<file path="config.mk">
export PLATFORM = sky130hd
export DESIGN_NAME = branch_pc_sequencer_flat
export DESIGN_NICKNAME = d
export VERILOG_FILES = /design/src/rtl/branch_pc_sequencer_if.sv /design/src/rtl/branch_pc_sequencer.sv /design/src/flat_wrapper.sv
export SDC_FILE = /design/constraint.sdc
export NUM_CORES = 1
export LEC_CHECK = 0
export CAP_MARGIN = 20
export CORE_MARGIN = 1
export CORE_UTILIZATION = 41
export CTS_CLUSTER_DIAMETER = 40
export DETAILED_ROUTE_END_ITERATION = 10
export PLACE_DENSITY_LB_ADDON = 0.12
export SLEW_MARGIN = 20
export SYNTH_ARGS = -nofsm -noshare
export SYNTH_HDL_FRONTEND = slang
export SYNTH_SLANG_ARGS = --single-unit
</file>
<file path="constraint.sdc">
create_clock -name clk -period 3.5 [get_ports clk]
set_input_delay 0.525 -clock clk [delete_from_list [all_inputs] [get_ports clk]]
set_output_delay 0.525 -clock clk [all_outputs]
set_load 0.005 [all_outputs]
</file>
<file path="src/rtl/branch_pc_sequencer_if.sv">
// Request/response bundle between the pipeline and the next-PC sequencer.
// The pipeline side is the master; the sequencer is the slave.
interface branch_pc_sequencer_if;
    logic        stall;
    logic        br_valid;
    logic [2:0]  br_op;
    logic [31:0] br_rs;
    logic [31:0] br_rt;
    logic [31:0] br_pc4;
    logic [31:0] br_imm;
    logic        j_valid;
    logic [25:0] j_index;
    logic [31:0] id_pc4;
    logic        jr_valid;
    logic [31:0] jr_addr;
    logic [31:0] pc;
    logic        flush_if_id;
    logic        flush_id_ex;
    logic        redirect;
    logic [15:0] taken_cnt;
    logic        jr_misalign;

    modport master (
        output stall, br_valid, br_op, br_rs, br_rt, br_pc4, br_imm,
               j_valid, j_index, id_pc4, jr_valid, jr_addr,
        input  pc, flush_if_id, flush_id_ex, redirect, taken_cnt, jr_misalign
    );

    modport slave (
        input  stall, br_valid, br_op, br_rs, br_rt, br_pc4, br_imm,
               j_valid, j_index, id_pc4, jr_valid, jr_addr,
        output pc, flush_if_id, flush_id_ex, redirect, taken_cnt, jr_misalign
    );
endinterface

</file>
<file path="src/rtl/branch_pc_sequencer.sv">
// Next-PC controller: owns the PC, arbitrates EX branch / ID JR / ID J redirects
// and sequences the pipeline flushes that follow each redirect.
module branch_pc_sequencer #(
    parameter logic [31:0] RESET_PC     = 32'h0000_0000,
    parameter int unsigned FLUSH_CYCLES = 1
) (
    input logic                   clk,
    input logic                   rst,
    branch_pc_sequencer_if.slave  bus
);
    localparam logic [1:0] FLUSH_LOAD = FLUSH_CYCLES[1:0];

    typedef enum logic {RUN, FLUSH} state_t;

    state_t      state, state_nx;
    logic [1:0]  fcnt, fcnt_nx;
    logic [31:0] pc_q, pc_nx;
    logic        fif_q, fif_nx;
    logic        fie_q, fie_nx;
    logic        redir_q, redir_nx;
    logic [15:0] cnt_q, cnt_nx;
    logic        mis_q, mis_nx;

    logic        br_taken;
    logic        take;
    logic [31:0] target;
    logic [31:0] br_target, j_target, jr_target;

    assign br_target = bus.br_pc4 + {bus.br_imm[29:0], 2'b00};
    assign j_target  = {bus.id_pc4[31:28], bus.j_index, 2'b00};
    assign jr_target = {bus.jr_addr[31:2], 2'b00};

    always_comb begin
        br_taken = 1'b0;
        case (bus.br_op)
            3'd0:    br_taken = (bus.br_rs == bus.br_rt);
            3'd1:    br_taken = (bus.br_rs != bus.br_rt);
            3'd2:    br_taken = ($signed(bus.br_rs) <= 0);
            3'd3:    br_taken = ($signed(bus.br_rs) >  0);
            3'd4:    br_taken = ($signed(bus.br_rs) <  0);
            3'd5:    br_taken = ($signed(bus.br_rs) >= 0);
            default: br_taken = 1'b0;
        endcase
    end

    always_comb begin
        state_nx = state;
        fcnt_nx  = fcnt;
        pc_nx    = bus.stall ? pc_q : pc_q + 32'd4;
        fif_nx   = 1'b0;
        fie_nx   = 1'b0;
        redir_nx = 1'b0;
        cnt_nx   = cnt_q;
        mis_nx   = mis_q;
        take     = 1'b0;
        target   = pc_q;
        case (state)
            RUN: begin
                // EX branch is the older instruction, so it wins and kills the ID op.
                if (bus.br_valid && br_taken) begin
                    take   = 1'b1;
                    target = br_target;
                    fie_nx = 1'b1;
                end else if (bus.jr_valid) begin
                    take   = 1'b1;
                    target = jr_target;
                    if (bus.jr_addr[1:0] != 2'b00)
                        mis_nx = 1'b1;
                end else if (bus.j_valid) begin
                    take   = 1'b1;
                    target = j_target;
                end
                if (take) begin
                    pc_nx    = target;
                    redir_nx = 1'b1;
                    fif_nx   = 1'b1;
                    state_nx = FLUSH;
                    fcnt_nx  = FLUSH_LOAD;
                    cnt_nx   = (cnt_q == 16'hFFFF) ? cnt_q : cnt_q + 16'd1;
                end
            end
            FLUSH: begin
                if (fcnt > 2'd1) begin
                    fcnt_nx = fcnt - 2'd1;
                    fif_nx  = fif_q;
                    fie_nx  = fie_q;
                end else begin
                    fcnt_nx  = 2'd0;
                    state_nx = RUN;
                end
            end
            default: state_nx = RUN;
        endcase
    end

    always_ff @(posedge clk) begin
        if (rst) begin
            state   <= RUN;
            fcnt    <= 2'd0;
            pc_q    <= RESET_PC;
            fif_q   <= 1'b0;
            fie_q   <= 1'b0;
            redir_q <= 1'b0;
            cnt_q   <= 16'd0;
            mis_q   <= 1'b0;
        end else begin
            state   <= state_nx;
            fcnt    <= fcnt_nx;
            pc_q    <= pc_nx;
            fif_q   <= fif_nx;
            fie_q   <= fie_nx;
            redir_q <= redir_nx;
            cnt_q   <= cnt_nx;
            mis_q   <= mis_nx;
        end
    end

    assign bus.pc          = pc_q;
    assign bus.flush_if_id = fif_q;
    assign bus.flush_id_ex = fie_q;
    assign bus.redirect    = redir_q;
    assign bus.taken_cnt   = cnt_q;
    assign bus.jr_misalign = mis_q;
endmodule
</file>
<file path="src/flat_wrapper.sv">
// flat-port wrapper written by rule: the top's interface ports become plain ports
module branch_pc_sequencer_flat 
#(
    parameter logic [31:0] RESET_PC     = 32'h0000_0000,
    parameter int unsigned FLUSH_CYCLES = 1
)
  (clk, rst, bus_stall, bus_br_valid, bus_br_op, bus_br_rs, bus_br_rt, bus_br_pc4, bus_br_imm, bus_j_valid, bus_j_index, bus_id_pc4, bus_jr_valid, bus_jr_addr, bus_pc, bus_flush_if_id, bus_flush_id_ex, bus_redirect, bus_taken_cnt, bus_jr_misalign);
  branch_pc_sequencer_if bus_i ();
  input logic clk;
  input logic rst;
  input wire logic [$bits(bus_i.stall)-1:0] bus_stall;
  input wire logic [$bits(bus_i.br_valid)-1:0] bus_br_valid;
  input wire logic [$bits(bus_i.br_op)-1:0] bus_br_op;
  input wire logic [$bits(bus_i.br_rs)-1:0] bus_br_rs;
  input wire logic [$bits(bus_i.br_rt)-1:0] bus_br_rt;
  input wire logic [$bits(bus_i.br_pc4)-1:0] bus_br_pc4;
  input wire logic [$bits(bus_i.br_imm)-1:0] bus_br_imm;
  input wire logic [$bits(bus_i.j_valid)-1:0] bus_j_valid;
  input wire logic [$bits(bus_i.j_index)-1:0] bus_j_index;
  input wire logic [$bits(bus_i.id_pc4)-1:0] bus_id_pc4;
  input wire logic [$bits(bus_i.jr_valid)-1:0] bus_jr_valid;
  input wire logic [$bits(bus_i.jr_addr)-1:0] bus_jr_addr;
  output wire logic [$bits(bus_i.pc)-1:0] bus_pc;
  output wire logic [$bits(bus_i.flush_if_id)-1:0] bus_flush_if_id;
  output wire logic [$bits(bus_i.flush_id_ex)-1:0] bus_flush_id_ex;
  output wire logic [$bits(bus_i.redirect)-1:0] bus_redirect;
  output wire logic [$bits(bus_i.taken_cnt)-1:0] bus_taken_cnt;
  output wire logic [$bits(bus_i.jr_misalign)-1:0] bus_jr_misalign;
  assign bus_i.stall = bus_stall;
  assign bus_i.br_valid = bus_br_valid;
  assign bus_i.br_op = bus_br_op;
  assign bus_i.br_rs = bus_br_rs;
  assign bus_i.br_rt = bus_br_rt;
  assign bus_i.br_pc4 = bus_br_pc4;
  assign bus_i.br_imm = bus_br_imm;
  assign bus_i.j_valid = bus_j_valid;
  assign bus_i.j_index = bus_j_index;
  assign bus_i.id_pc4 = bus_id_pc4;
  assign bus_i.jr_valid = bus_jr_valid;
  assign bus_i.jr_addr = bus_jr_addr;
  assign bus_pc = bus_i.pc;
  assign bus_flush_if_id = bus_i.flush_if_id;
  assign bus_flush_id_ex = bus_i.flush_id_ex;
  assign bus_redirect = bus_i.redirect;
  assign bus_taken_cnt = bus_i.taken_cnt;
  assign bus_jr_misalign = bus_i.jr_misalign;
  branch_pc_sequencer #(.RESET_PC(RESET_PC), .FLUSH_CYCLES(FLUSH_CYCLES)) u_core (.clk(clk), .rst(rst), .bus(bus_i));
endmodule
</file>
# Word-level counts from Yosys, hierarchy flattened

Cells that the tools add are included.

Bits of input ports: 227
Output and inout port bits: 52
Register bits after elaboration: 55
Word-level logic and storage cells: 58

Magnitude comparators: 5
Reduce and logical (&&, ||, !) cells: 6
Equal/unequal tests: 11
Mux-type cells: 21
Bitwise logic cells: 3
Add/subtract/negate cells: 4

Operators with widths:

| operator                                                                           | number |
|---|---|
| 32-bit 2-to-1 mux                                                                  | 6 |
| 32-bit by 3-bit adder with 32-bit output (second input constant)                   | 1 |
| 32-bit adder                                                                       | 1 |
| 32-bit == test                                                                     | 1 |
| 32-bit by 1-bit >= comparator with 1-bit output (second input constant)            | 1 |
| 32-bit by 1-bit greater-than comparator with 1-bit output (second input constant)  | 1 |
| 32-bit by 1-bit less-or-equal comparator with 1-bit output (second input constant) | 1 |
| 32-bit by 1-bit < comparator with 1-bit output (second input constant)             | 1 |
| 32-bit inequality test                                                             | 1 |
| 16-bit by 1-bit adder with 16-bit output (second input constant)                   | 1 |
| 16-bit == test (second input constant)                                             | 1 |
| 1-bit 2-to-1 mux                                                                   | 8 |
| 3-bit by 2-bit == test with 1-bit output (second input constant)                   | 2 |
| 3-bit == test (second input constant)                                              | 2 |
| 1-bit one-hot mux with 2 select lines                                              | 3 |
| 1-bit one-hot mux with 6 select lines                                              | 1 |
| 5-bit by 3-bit inequality test with 1-bit output (second input constant)           | 1 |
| 2-bit 2-to-1 mux                                                                   | 2 |
| 2-bit inequality test (second input constant)                                      | 2 |
| 2-bit one-hot mux with 2 select lines                                              | 1 |
| 4-bit AND reduction                                                                | 1 |
| 3-bit by 1-bit == test with 1-bit output (second input constant)                   | 1 |
| 3-bit zero test                                                                    | 1 |
| 1-bit inverter                                                                     | 3 |
| other kinds (6)                                                                    | 6 |

# Logic depth before layout (Yosys ltp)

Word-level depth: 7
Gate-level depth with buffers: 10
Depth with buffers taken out: 10

# Worst setup path before layout

OpenSTA, ideal clock, no wires.

Path kind: input port to flip-flop
Start point: input bus_br_imm[18]
End point: register u_core.pc_q[29] (netlist: u_core.bus.pc[29])
Required time: 3.405 ns
Library setup time: 0.095 ns
Slack: 0.591 ns
Data arrival time: 2.813 ns
Cell stages on the path: 10
Cell sequence: ha_1 -> clkbuf_1 -> a21oi_1 -> o21ai_0 -> a2111oi_0 -> o41ai_1 -> or3b_2 -> xnor2_1 -> mux2_2 -> a221oi_1

Longest elaborated chain between the ends: 4

Ends and longest elaborated chain:

| what                   | RTL line                   | text |
|---|---|---|
| start: declaration     | flat_wrapper.sv:17         | `input wire logic [$bits(bus_i.br_imm)-1:0] bus_br_imm;` |
| 32-bit adder           | branch_pc_sequencer.sv:29  | `assign br_target = bus.br_pc4 + {bus.br_imm[29:0], 2'b00};` |
| 32-bit 2-to-1 mux      | branch_pc_sequencer.sv:60  | `if (bus.br_valid && br_taken) begin` |
| 32-bit 2-to-1 mux      | branch_pc_sequencer.sv:73  | `if (take) begin` |
| 32-bit 2-to-1 mux      | branch_pc_sequencer.sv:57  | `case (state)` |
| end signal: assignment | branch_pc_sequencer.sv:109 | `pc_q <= pc_nx;` |
| end: declaration       | branch_pc_sequencer.sv:17  | `logic [31:0] pc_q, pc_nx;` |

No other way between the ends.
A chain may end at the register's enable or synchronous reset.

# Worst setup path in the final report

Start point: input bus_br_pc4[2]
End point: register u_core.pc_q[31] (netlist: u_core.bus.pc[31])

Longest elaborated chain between the ends: 4

Ends and longest elaborated chain:

| what               | RTL line                  | text |
|---|---|---|
| start: declaration | flat_wrapper.sv:16        | `input wire logic [$bits(bus_i.br_pc4)-1:0] bus_br_pc4;` |
| 32-bit adder       | branch_pc_sequencer.sv:29 |  |
| 32-bit 2-to-1 mux  | branch_pc_sequencer.sv:60 |  |
| 32-bit 2-to-1 mux  | branch_pc_sequencer.sv:73 |  |
| 32-bit 2-to-1 mux  | branch_pc_sequencer.sv:57 |  |

No other way between the ends.

==> results.py <==
metrics = {
    "status": {
        "status": "completed",
    },
    "power": {
        "p_leak_nw": 3.197,
        "p_per_area_nw_per_um2": 269.7,
        "irDropWorstVdd_uv": 203.0,
    },
    "layout": {
        "multi_input_area_um2": 4180,
        "register_area_um2": 1101,
        "fin_area_um2": 8442,
        "nNetsFinal": 1195,
        "drive_gt1_share_pct": 9.178,
        "syn_to_final_growth_pct": 53.80,
        "diodes": 0,
        "finalNonFillerCells": 1109,
        "final_cell_mix": "clkdlybuf4s50_1 (247), nor2_1 (66), xnor2_1 (65)",
        "n_fill_cell": 1117,
        "layout.cells.most_common": "clkdlybuf4s50_1",
    },
    "floorplan": {
        "dieArea_um2": 13850,
        "core_area_um2": 12820,
        "initial_core_util_pct": 42.80,
        "die_h_um": 117.7,
        "die_w_um": 117.7,
        "rows": 41,
        "io_pins": 279,
    },
    "timing": {
        "drv_slew": 0,
        "fin_crit_sh_pct": 94.70,
        "max_freq_mhz": 301.7,
        "slew_headroom_pct": 49.76,
        "finalSetupTns_ns": 0,
        "tightest_slew_ns": 0.7521,
        "rsz0062_at_grt": "no",
        "hold_slack_ns": 0.4584,
        "period_needed_ns": 3.314,
        "hold_violations": 0,
        "setup_violations": 0,
        "skew_ns": 0.005367,
    },
    "placed_design": {
        "hpwl_um": 15600,
        "portBuffers": 248,
        "place_area_um2": 8288,
        "gp_congestion": 0.9171,
        "dp_cells": 1100,
    },
    "global_route": {
        "antenna_found_initial": 0,
        "track_usage_pct": 26.89,
        "grt_max_degree": 36,
        "overflow": 0,
        "grt_pass1_wl_um": 30660,
        "grt_pass1_vias": 6312,
    },
    "setup_path": {
        "crit_type": "in -> reg",
        "r2r-end": "u_core.bus.taken_cnt[8]$_SDFFE_PP0P_",
        "crit_path_end_kind": "flop",
        "crit_arrival_ns": 3.50,
        "cp_max_fo": 5,
        "crit_path_end": "u_core.bus.pc[31]$_SDFFE_PP0P_",
        "reg2reg_slack_ns": 1.11,
        "cp.required_ns": 3.68,
        "startpoint_type": "input pin",
        "startpoint": "bus_br_pc4[2]",
        "timing.rr.start": "u_core.bus.taken_cnt[2]$_SDFFE_PP0P_",
        "r2r_cells": 8,
    },
    "cts": {
        "ctsRootBufferMaster": "clkbuf_16",
        "hold_buffers": 0,
        "cts_made_buffers": 5,
        "insertion_delay_ns": 0.29,
        "h-tree-depth": 2,
        "clock_path_buffers": 2,
        "numClockSinks": 55,
        "clk_pin_slew_worst_paths_ns": 0.07,
        "cts_tree": "done",
    },
    "hold_path": {
        "hold_path_class": "reg -> reg",
        "holdPathStages": 2,
    },
    "flow_run": {
        "drv_cap": 0,
    },
    "route": {
        "drc_errors": 0,
        "initialDrtViolationCount": 446,
        "drt-pass1-iter-count": 5,
        "num_vias": 6319,
        "routed_wl_um": 18990,
        "avgViaCountPerCell": 5.698,
        "drt-wirelength-per-cell_um": 17.12,
        "antenna_left": 0,
    },
    "yosys": {
        "avgSynthCellArea_um2": 8.048,
        "async_flop_share_pct": 0,
        "netlist_area_um2": 5489,
        "yosysWarnings": 0,
        "synth-seq-cells": 55,
        "synth_cell_types": 77,
        "synth_edf_count": 0,
        "syn_nets": 941,
        "syn_inst": 682,
        "ys_seq_area_share_pct": 20.06,
        "ys.flop_type": "dfxtp_1",
    },
}
## area by class of cell
class                           count  share of cell area [%]
Clock buffer                        6                   1.527
Clock inverter                      2                  0.1482
Inverter                           15                  0.6670
Multi-Input combinational cell    580                   49.52
Sequential cell                    55                   13.04
Tap cell                          172                   2.549
Timing Repair Buffer              279                   32.55
## what timing repair did
item / in CTS / in global routing
gates resized for setup: 0 / 1
buffers inserted: 0 / 1
endpoints found under the setup margin: 0 / 3
## per-stage QoR
step	setup WS, ns	power (mW)	utilization (%)
2_1_floorplan	0.5913	1.269	-
3_3_place_gp	-0.08388	1.773	64.62
3_5_place_dp	-0.1454	1.790	64.62
4_1_cts	0.1350	2.284	65.73
5_1_grt	0.01665	2.404	65.82
6_report	0.1856	2.277	65.82
## layer usage
layer	global-route usage [%]	routed length, µm	vias up
met2	48.71	9453	273
met5	0	0	-
met4	7.853	425	0
li1	-	-	3068
met3	5.329	1358	29
met1	31.73	7750	2949
## critical path, stage by stage
cell             delay (ns)
clkdlybuf4s50_1        0.52
ha_1                   0.21
buf_4                  0.13
a211o_1                0.16
o211ai_1               0.18
a2111oi_2              0.71
o21ai_0                0.27
a31oi_1                0.29
a21oi_1                0.11
xnor2_1                0.16
o2111a_1               0.24
## worst min path at each step
stage / from / endpoint / slack [ns]
floorplan: u_core.fcnt[1]$_SDFFE_PP0P_ / u_core.fcnt[1]$_SDFFE_PP0P_ / 0.45
global placement: u_core.bus.pc[0]$_SDFFE_PP0P_ / u_core.bus.pc[0]$_SDFFE_PP0P_ / 0.44
detailed placement: u_core.bus.pc[1]$_SDFFE_PP0P_ / u_core.bus.pc[1]$_SDFFE_PP0P_ / 0.45
CTS: u_core.bus.pc[1]$_SDFFE_PP0P_ / u_core.bus.pc[1]$_SDFFE_PP0P_ / 0.46
global route: u_core.bus.pc[1]$_SDFFE_PP0P_ / u_core.bus.pc[1]$_SDFFE_PP0P_ / 0.50
finish: u_core.bus.pc[1]$_SDFFE_PP0P_ / u_core.bus.pc[1]$_SDFFE_PP0P_ / 0.46
## cells by family after synthesis
| kind of cell | after synthesis | synth area share (%) |
|---|---|---|
| xor+xnor | 86 | 13.72 |
| fa+ha+maj | 32 | 7.431 |
| flops | 55 | 20.06 |
| simple gates | 239 | 22.61 |
| buf+inv | 47 | 4.034 |
| compound gates | 179 | 23.46 |
| mux | 44 | 8.685 |
## state kept, by name, indices dropped and copies added, names as in the netlist
name                    flops
u_core.state                1
u_core.bus.taken_cnt       16
u_core.bus.pc              32
u_core.bus.flush_if_id      1
u_core.bus.redirect         1
u_core.bus.jr_misalign      1
u_core.fcnt                 2
u_core.bus.flush_id_ex      1
## cell usage after synthesis (15+ instances only)
master	n	area share, %
clkbuf_1	24	1.6
mux2i_1	15	2.7
a211oi_1	19	2.6
dfxtp_1	55	20
ha_1	31	7.1
a21oi_1	44	4.0
nand3_1	25	2.3
nand4_1	20	2.3
xor2_1	21	3.4
nand2_1	52	3.6
nor2_1	66	4.5
mux2_2	29	5.9
xnor2_1	65	10
o21ai_0	21	1.9
## power by group
group	switching [mW]	internal, mW	total, mW
sequential	0.0691	0.680	0.749
combinational	0.451	0.586	1.04
clock	0.226	0.265	0.491
(Power assumes the default switching activity.)
